File: src/rtl/regfile_wb_ctrl_pkg.sv
// Shared constants and helpers for the register-file write-back controller.
// Source indices select the producer's slice of the packed request buses.
package regfile_pkg;

   localparam int AW   = 5;
   localparam int DW   = 32;
   localparam int NREQ = 3;

   localparam int SRC_ALU = 0;
   localparam int SRC_LSU = 1;
   localparam int SRC_MDU = 2;

   localparam logic [AW-1:0] REG_ZERO = 5'd0;

   // Bit 0 is skipped because $0 can never be busy.
   function automatic logic [5:0] count_busy(input logic [31:0] bits);
      logic [5:0] cnt;
      cnt = '0;
      for (int i = 1; i < 32; i++) begin
         cnt = cnt + {5'd0, bits[i]};
      end
      return cnt;
   endfunction

endpackage

File: src/rtl/regfile_wb_ctrl_rr_arbiter.sv
// Round-robin arbiter: grants the first valid source at or after the pointer,
// and moves the pointer just past the winner whenever a grant is issued.
module rr_arbiter #(
   parameter int NREQ = 3,
   localparam int PW = (NREQ > 1) ? $clog2(NREQ) : 1
) (
   input  logic            clk,
   input  logic            rst,
   input  logic [NREQ-1:0] req_valid,
   output logic [NREQ-1:0] grant,
   output logic [PW-1:0]   grant_idx,
   output logic            grant_any
);

   logic [PW-1:0] rr_ptr;

   always_comb begin
      logic [PW:0] slot;
      grant     = '0;
      grant_idx = '0;
      grant_any = 1'b0;
      slot      = '0;
      for (int k = 0; k < NREQ; k++) begin
         slot = {1'b0, rr_ptr} + (PW+1)'(k);
         if (slot >= (PW+1)'(NREQ)) begin
            slot = slot - (PW+1)'(NREQ);
         end
         if (!grant_any && req_valid[slot[PW-1:0]]) begin
            grant[slot[PW-1:0]] = 1'b1;
            grant_idx           = slot[PW-1:0];
            grant_any           = 1'b1;
         end
      end
   end

   // A grant always lands on a valid source, so every grant is a transfer.
   always_ff @(posedge clk or negedge rst) begin
      if (!rst) begin
         rr_ptr <= '0;
      end else if (grant_any) begin
         rr_ptr <= (grant_idx == PW'(NREQ - 1)) ? '0 : grant_idx + PW'(1);
      end
   end

endmodule

File: src/rtl/regfile_wb_ctrl.sv
// Write-back controller: arbitrates producers onto the register file's single
// write port and tracks in-flight destinations so decode can stall on them.
module regfile_wb_ctrl #(
   parameter int NREQ = regfile_pkg::NREQ,
   parameter int AW   = regfile_pkg::AW,
   parameter int DW   = regfile_pkg::DW
) (
   input  logic               clk,
   input  logic               rst,
   input  logic [NREQ-1:0]    req_valid,
   input  logic [AW*NREQ-1:0] req_waddr,
   input  logic [DW*NREQ-1:0] req_wdata,
   output logic [NREQ-1:0]    req_ready,
   output logic               we,
   output logic [AW-1:0]      waddr,
   output logic [DW-1:0]      wdata,
   input  logic               sb_set,
   input  logic [AW-1:0]      sb_addr,
   input  logic               re1,
   input  logic [AW-1:0]      raddr1,
   input  logic               re2,
   input  logic [AW-1:0]      raddr2,
   output logic               stall,
   output logic               sb_err,
   output logic [5:0]         busy_cnt
);
   import regfile_pkg::*;

   localparam int PW   = (NREQ > 1) ? $clog2(NREQ) : 1;
   localparam int NREG = 1 << AW;

   logic [NREQ-1:0] grant;
   logic [PW-1:0]   grant_idx;
   logic            grant_any;
   logic [AW-1:0]   sel_waddr;
   logic [DW-1:0]   sel_wdata;
   logic [NREG-1:0] busy;
   logic [NREG-1:0] busy_next;
   logic            sb_conflict;

   rr_arbiter #(.NREQ(NREQ)) u_arb (
      .clk       (clk),
      .rst       (rst),
      .req_valid (req_valid),
      .grant     (grant),
      .grant_idx (grant_idx),
      .grant_any (grant_any)
   );

   assign req_ready = grant;

   always_comb begin
      int gi;
      gi        = int'(grant_idx);
      sel_waddr = req_waddr[AW*gi +: AW];
      sel_wdata = req_wdata[DW*gi +: DW];
   end

   // Writes to $0 are accepted from the producer but never reach the file.
   always_ff @(posedge clk or negedge rst) begin
      if (!rst) begin
         we    <= 1'b0;
         waddr <= '0;
         wdata <= '0;
      end else if (grant_any) begin
         we    <= (sel_waddr != REG_ZERO);
         waddr <= sel_waddr;
         wdata <= sel_wdata;
      end else begin
         we    <= 1'b0;
      end
   end

   // The set is applied after the clear so a new producer wins a same-cycle race.
   always_comb begin
      busy_next   = busy;
      sb_conflict = 1'b0;
      if (we) begin
         busy_next[waddr] = 1'b0;
      end
      if (sb_set && (sb_addr != REG_ZERO)) begin
         sb_conflict        = busy[sb_addr] && !(we && (waddr == sb_addr));
         busy_next[sb_addr] = 1'b1;
      end
      busy_next[0] = 1'b0;
   end

   always_ff @(posedge clk or negedge rst) begin
      if (!rst) begin
         busy     <= '0;
         busy_cnt <= '0;
         sb_err   <= 1'b0;
      end else begin
         busy     <= busy_next;
         busy_cnt <= count_busy(busy_next);
         if (sb_conflict) begin
            sb_err <= 1'b1;
         end
      end
   end

   // A register committing this cycle is forwarded by the file, so it does not stall.
   assign stall = (re1 && busy[raddr1] && !(we && (waddr == raddr1))) ||
                  (re2 && busy[raddr2] && !(we && (waddr == raddr2)));

endmodule

File: config.mk
export PLATFORM = sky130hd
export DESIGN_NAME = regfile_wb_ctrl
export DESIGN_NICKNAME = d
export VERILOG_FILES = /design/src/rtl/regfile_wb_ctrl_pkg.sv /design/src/rtl/regfile_wb_ctrl_rr_arbiter.sv /design/src/rtl/regfile_wb_ctrl.sv
export SDC_FILE = /design/constraint.sdc
export NUM_CORES = 1
export LEC_CHECK = 0
export CELL_PAD_IN_SITES_DETAIL_PLACEMENT = 1
export CELL_PAD_IN_SITES_GLOBAL_PLACEMENT = 1
export CORE_UTILIZATION = 36
export CTS_CLUSTER_DIAMETER = 200
export DETAILED_ROUTE_END_ITERATION = 16
export PLACE_DENSITY_LB_ADDON = 0.12
export SLEW_MARGIN = 10
export SYNTH_ARGS = -nofsm -noshare
export SYNTH_HDL_FRONTEND = slang
export SYNTH_SLANG_ARGS = --single-unit
File: constraint.sdc
create_clock -name clk -period 6.8 [get_ports clk]
set_clock_uncertainty 0.15 [all_clocks]
set_input_delay 1.7 -clock clk [delete_from_list [all_inputs] [get_ports clk]]
set_output_delay 1.7 -clock clk [all_outputs]
set_load 0.01 [all_outputs]
==> qor.csv <==
stage,metric,value,unit
outcome,run_status,"complete, but fails checks",
outcome,violations,negative setup slack,
cts,cts_buffer_depth,2,
detailed_routing,drc,0,
placement,port_buffers,182,
layout,final_nets,942,
worst_setup_path,crit_family,adder cells,
detailed_routing,drtPass1Iterations,5,
synthesis,synth_cells,564,
detailed_routing,viasPerCell,5.42,
synthesis,muxShareOfSynthArea,22.5,%
synthesis,synth_compound_area_share,14.4,%
cts,cts_htree_levels,3,
cts,cts_sinks,78,
floorplanning,start_util,36.9,%
sta,maxSlewViolCount,0,
worst_setup_path,cp.arrival,6.97,ns
cts,postCtsHoldBufs,0,
worst_setup_path,crit_path_frequent_cell,fa_1,
synthesis,synthesis.area,0.00586,mm^2
floorplanning,ios,183,
synthesis,ys_types,50,
synthesis,postSynth.asyncResetShare,100,%
sta,fmax,0.146,GHz
detailed_routing,ant_nets,0,
detailed_routing,drt_iter0_markers,248,
placement,place_area,0.00810,mm^2
placement,dp_hpwl,16000,um
detailed_routing,via_count,5390,
synthesis,yosys.area.top_type_share,33.3,%
global_route,grt_pass1_vias,5951,
synthesis,synth_top_family_by_area,multiplexers,
worst_setup_path,crit_buf_inv,4,
global_route,grt_max_degree,79,
placement,finalWeightedCongestion,0.890,
sta,setup_ws,-0.0531,ns
layout,fillers,1776,
synthesis,postSynthAreaPerCell,10.4,um^2
global_route,track_usage,25.8,%
worst_setup_path,crit_type,input pin to flop,
worst_setup_path,cp_max_fo,6,
synthesis,synthXorXnorAreaFrac,2.69,%
global_route,antenna_found_initial,0,
detailed_routing,wire_per_inst,20.5,um
cts,clk_pin_slew,0.06,ns
synthesis,ys_ff_latch,78,
sta,tightest_slew,1.03,ns
sta,rsz0062_at_grt,yes,
run,maxCapViolCount,0,
synthesis,synthFlopType,dfrtp_1,
synthesis,yosysTopAreaCell,dfrtp_1,
global_route,grt.overflow.total,0,
worst_setup_path,slowest_delay,0.53,ns
cts,cts-buffers-inserted,9,
sta,relSlewSlack,31.1,%
layout,antenna-diode-count,0,
worst_setup_path,required,6.92,ns
sta,setup_viol,1,
layout,utilization,53.7,%
synthesis,yosysMostFrequentCell,o21ai_0,
worst_setup_path,crit_chain,"clkbuf_4, or3_4, o21ai_4, or2_4, o21a_1, fa_1, fa_1, fa_1, inv_2, fa_1, fa_1, inv_1, fa_1, inv_2, fa_2, fa_2, a21o_1, a21oi_2, xnor2_1",
sta,finalCritPeriodShare,101,%
sta,hold_violations,0,
synthesis,synthTopCellsByArea,"dfrtp_1 33%, mux4_2 9.2%, mux2i_1 8.0%, fa_1 7.9%, o21ai_0 7.2%",
synthesis,synth-simple-area-share,9.70,%
floorplanning,die_h,130,um
synthesis,yosys_warnings,0,
synthesis,synth_edf_count,0,
hold_path,worst_hold_path_type,flop to flop,
synthesis,synth_fa_ha_area_share,10.6,%
synthesis,postSynthNetCount,732,
floorplanning,num_rows,46,
worst_setup_path,slowest_stage,fa_1,
synthesis,synth-seq-area-share,33.3,%
layout,area_delta_synth_final,45.6,%
worst_setup_path,start_kind,input pin,
cts,clock_latency,0.34,ns
cts,cts_tree,done,
worst_setup_path,endpoint_kind,flop,
worst_setup_path,rr_worst_depth,19,
sta,fin_crit,6.85,ns
global_route,grt_pass1_wl,32100,um
layout,drive_gt1_share,20.9,%
hold_path,whs_path_depth,2,
synthesis,synth_common_cells,"84 x o21ai_0, 78 x dfrtp_1, 47 x mux2i_1, 46 x inv_1, 44 x nand2_1",
floorplanning,coreArea,0.0159,mm^2
cts,cts_root_buf,clkbuf_16,
layout,fin_area,0.00853,mm^2
detailed_routing,wl,20400,um
worst_setup_path,path_depth,19,
floorplanning,dieArea,0.0168,mm^2
floorplanning,die_w,130,um
[worst paths after layout]
path	from	end	slack, ns
worst max-delay path	sb_addr[2]	busy_cnt[4]	-0.05
worst min-delay path	wdata[9]	wdata[9]	0.33
worst max register to register	waddr[0]	busy_cnt[4]	0.59
worst min register to register	wdata[9]	wdata[9]	0.33
max in group asynchronous	rst	wdata[20]	4.45
min in group asynchronous	rst	busy[27]	1.35
[cell usage in the layout (no fill, tap or decap), types with 4 or more instances in the layout]
cell	instances
nand2b_1	7
buf_4	55
fa_1	21
o21a_1	10
o21ai_0	71
clkbuf_16	9
or3b_2	4
nand2_1	44
nand3b_1	8
clkdlybuf4s50_1	175
nand3_1	10
mux2_2	26
mux2i_1	47
nor2_1	10
ha_1	11
a22oi_1	16
xnor2_1	13
nand4_1	4
inv_1	43
o21ai_2	6
dfrtp_1	78
xor2_1	5
mux4_2	24
o21ai_1	18
[logic make-up after synthesis]
logic type / Yosys count
AO/OA/AOI/OAI: 142
XOR/XNOR: 18
adder cells (fa/ha/maj): 36
buffers and inverters: 86
flip-flops: 78
multiplexers: 98
AND/OR/NAND/NOR: 106
[sequential cells by signal, indices dropped and copies added (netlist names)]
signal        flops
wdata            32
u_arb.rr_ptr      2
sb_err            1
waddr             5
busy             31
we                1
busy_cnt          6
[timing repair]
| action | 4_1_cts | 5_1_grt |
|---|---|---|
| pin swaps | 19 | 24 |
| setup buffers | 9 | 2 |
| gates resized for setup | 33 | 26 |
| setup endpoints to repair | 5 | 5 |
[area by class of cell]
type,instances,area (um^2),share of cell area [%]
inverter,46,173,2.02
timing repair buffer,239,2250,26.4
tap,216,270,3.17
sequential,78,1950,22.9
clock buffer,11,243,2.85
multi-input combinational,400,3600,42.2
clock inverter,5,35.0,0.411
[through the flow]
step / setup TNS [ns] / worst slack, ns / std cells / hold slack, ns
after floorplan: -0.134 / -0.134 / 564 / 0.347
after global placement: -3.27 / -0.770 / 969 / 0.314
after detailed placement: -4.04 / -0.922 / 969 / 0.324
after CTS: -0.132 / -0.102 / 994 / 0.341
after global routing: -0.390 / -0.180 / 995 / 0.353
final: -0.0531 / -0.0531 / 995 / 0.332
[worst register-to-register path, cell delays in order (launching register included)]
cell,delay (ns)
dfrtp_1,0.51
or3b_2,0.61
o21ai_0,0.22
o21ai_1,0.09
buf_4,0.14
fa_1,0.51
fa_1,0.53
inv_1,0.06
fa_1,0.51
inv_1,0.05
fa_1,0.47
fa_1,0.50
inv_1,0.05
fa_1,0.49
inv_2,0.04
fa_2,0.37
fa_2,0.37
a21o_1,0.19
a21oi_2,0.14
xnor2_1,0.13
[per-layer routing]
layer / vias to the layer above / routed length [um] / track usage (%)
met5: - / 0 / 0
met4: 0 / 638 / 10.1
met1: 2729 / 8390 / 31.2
met3: 37 / 1230 / 4.87
met2: 194 / 10200 / 45.1
li1: 2430 / - / -
Power is not shown: default switching activity piles up to over one toggle a cycle in this logic, so the estimate is an artifact.
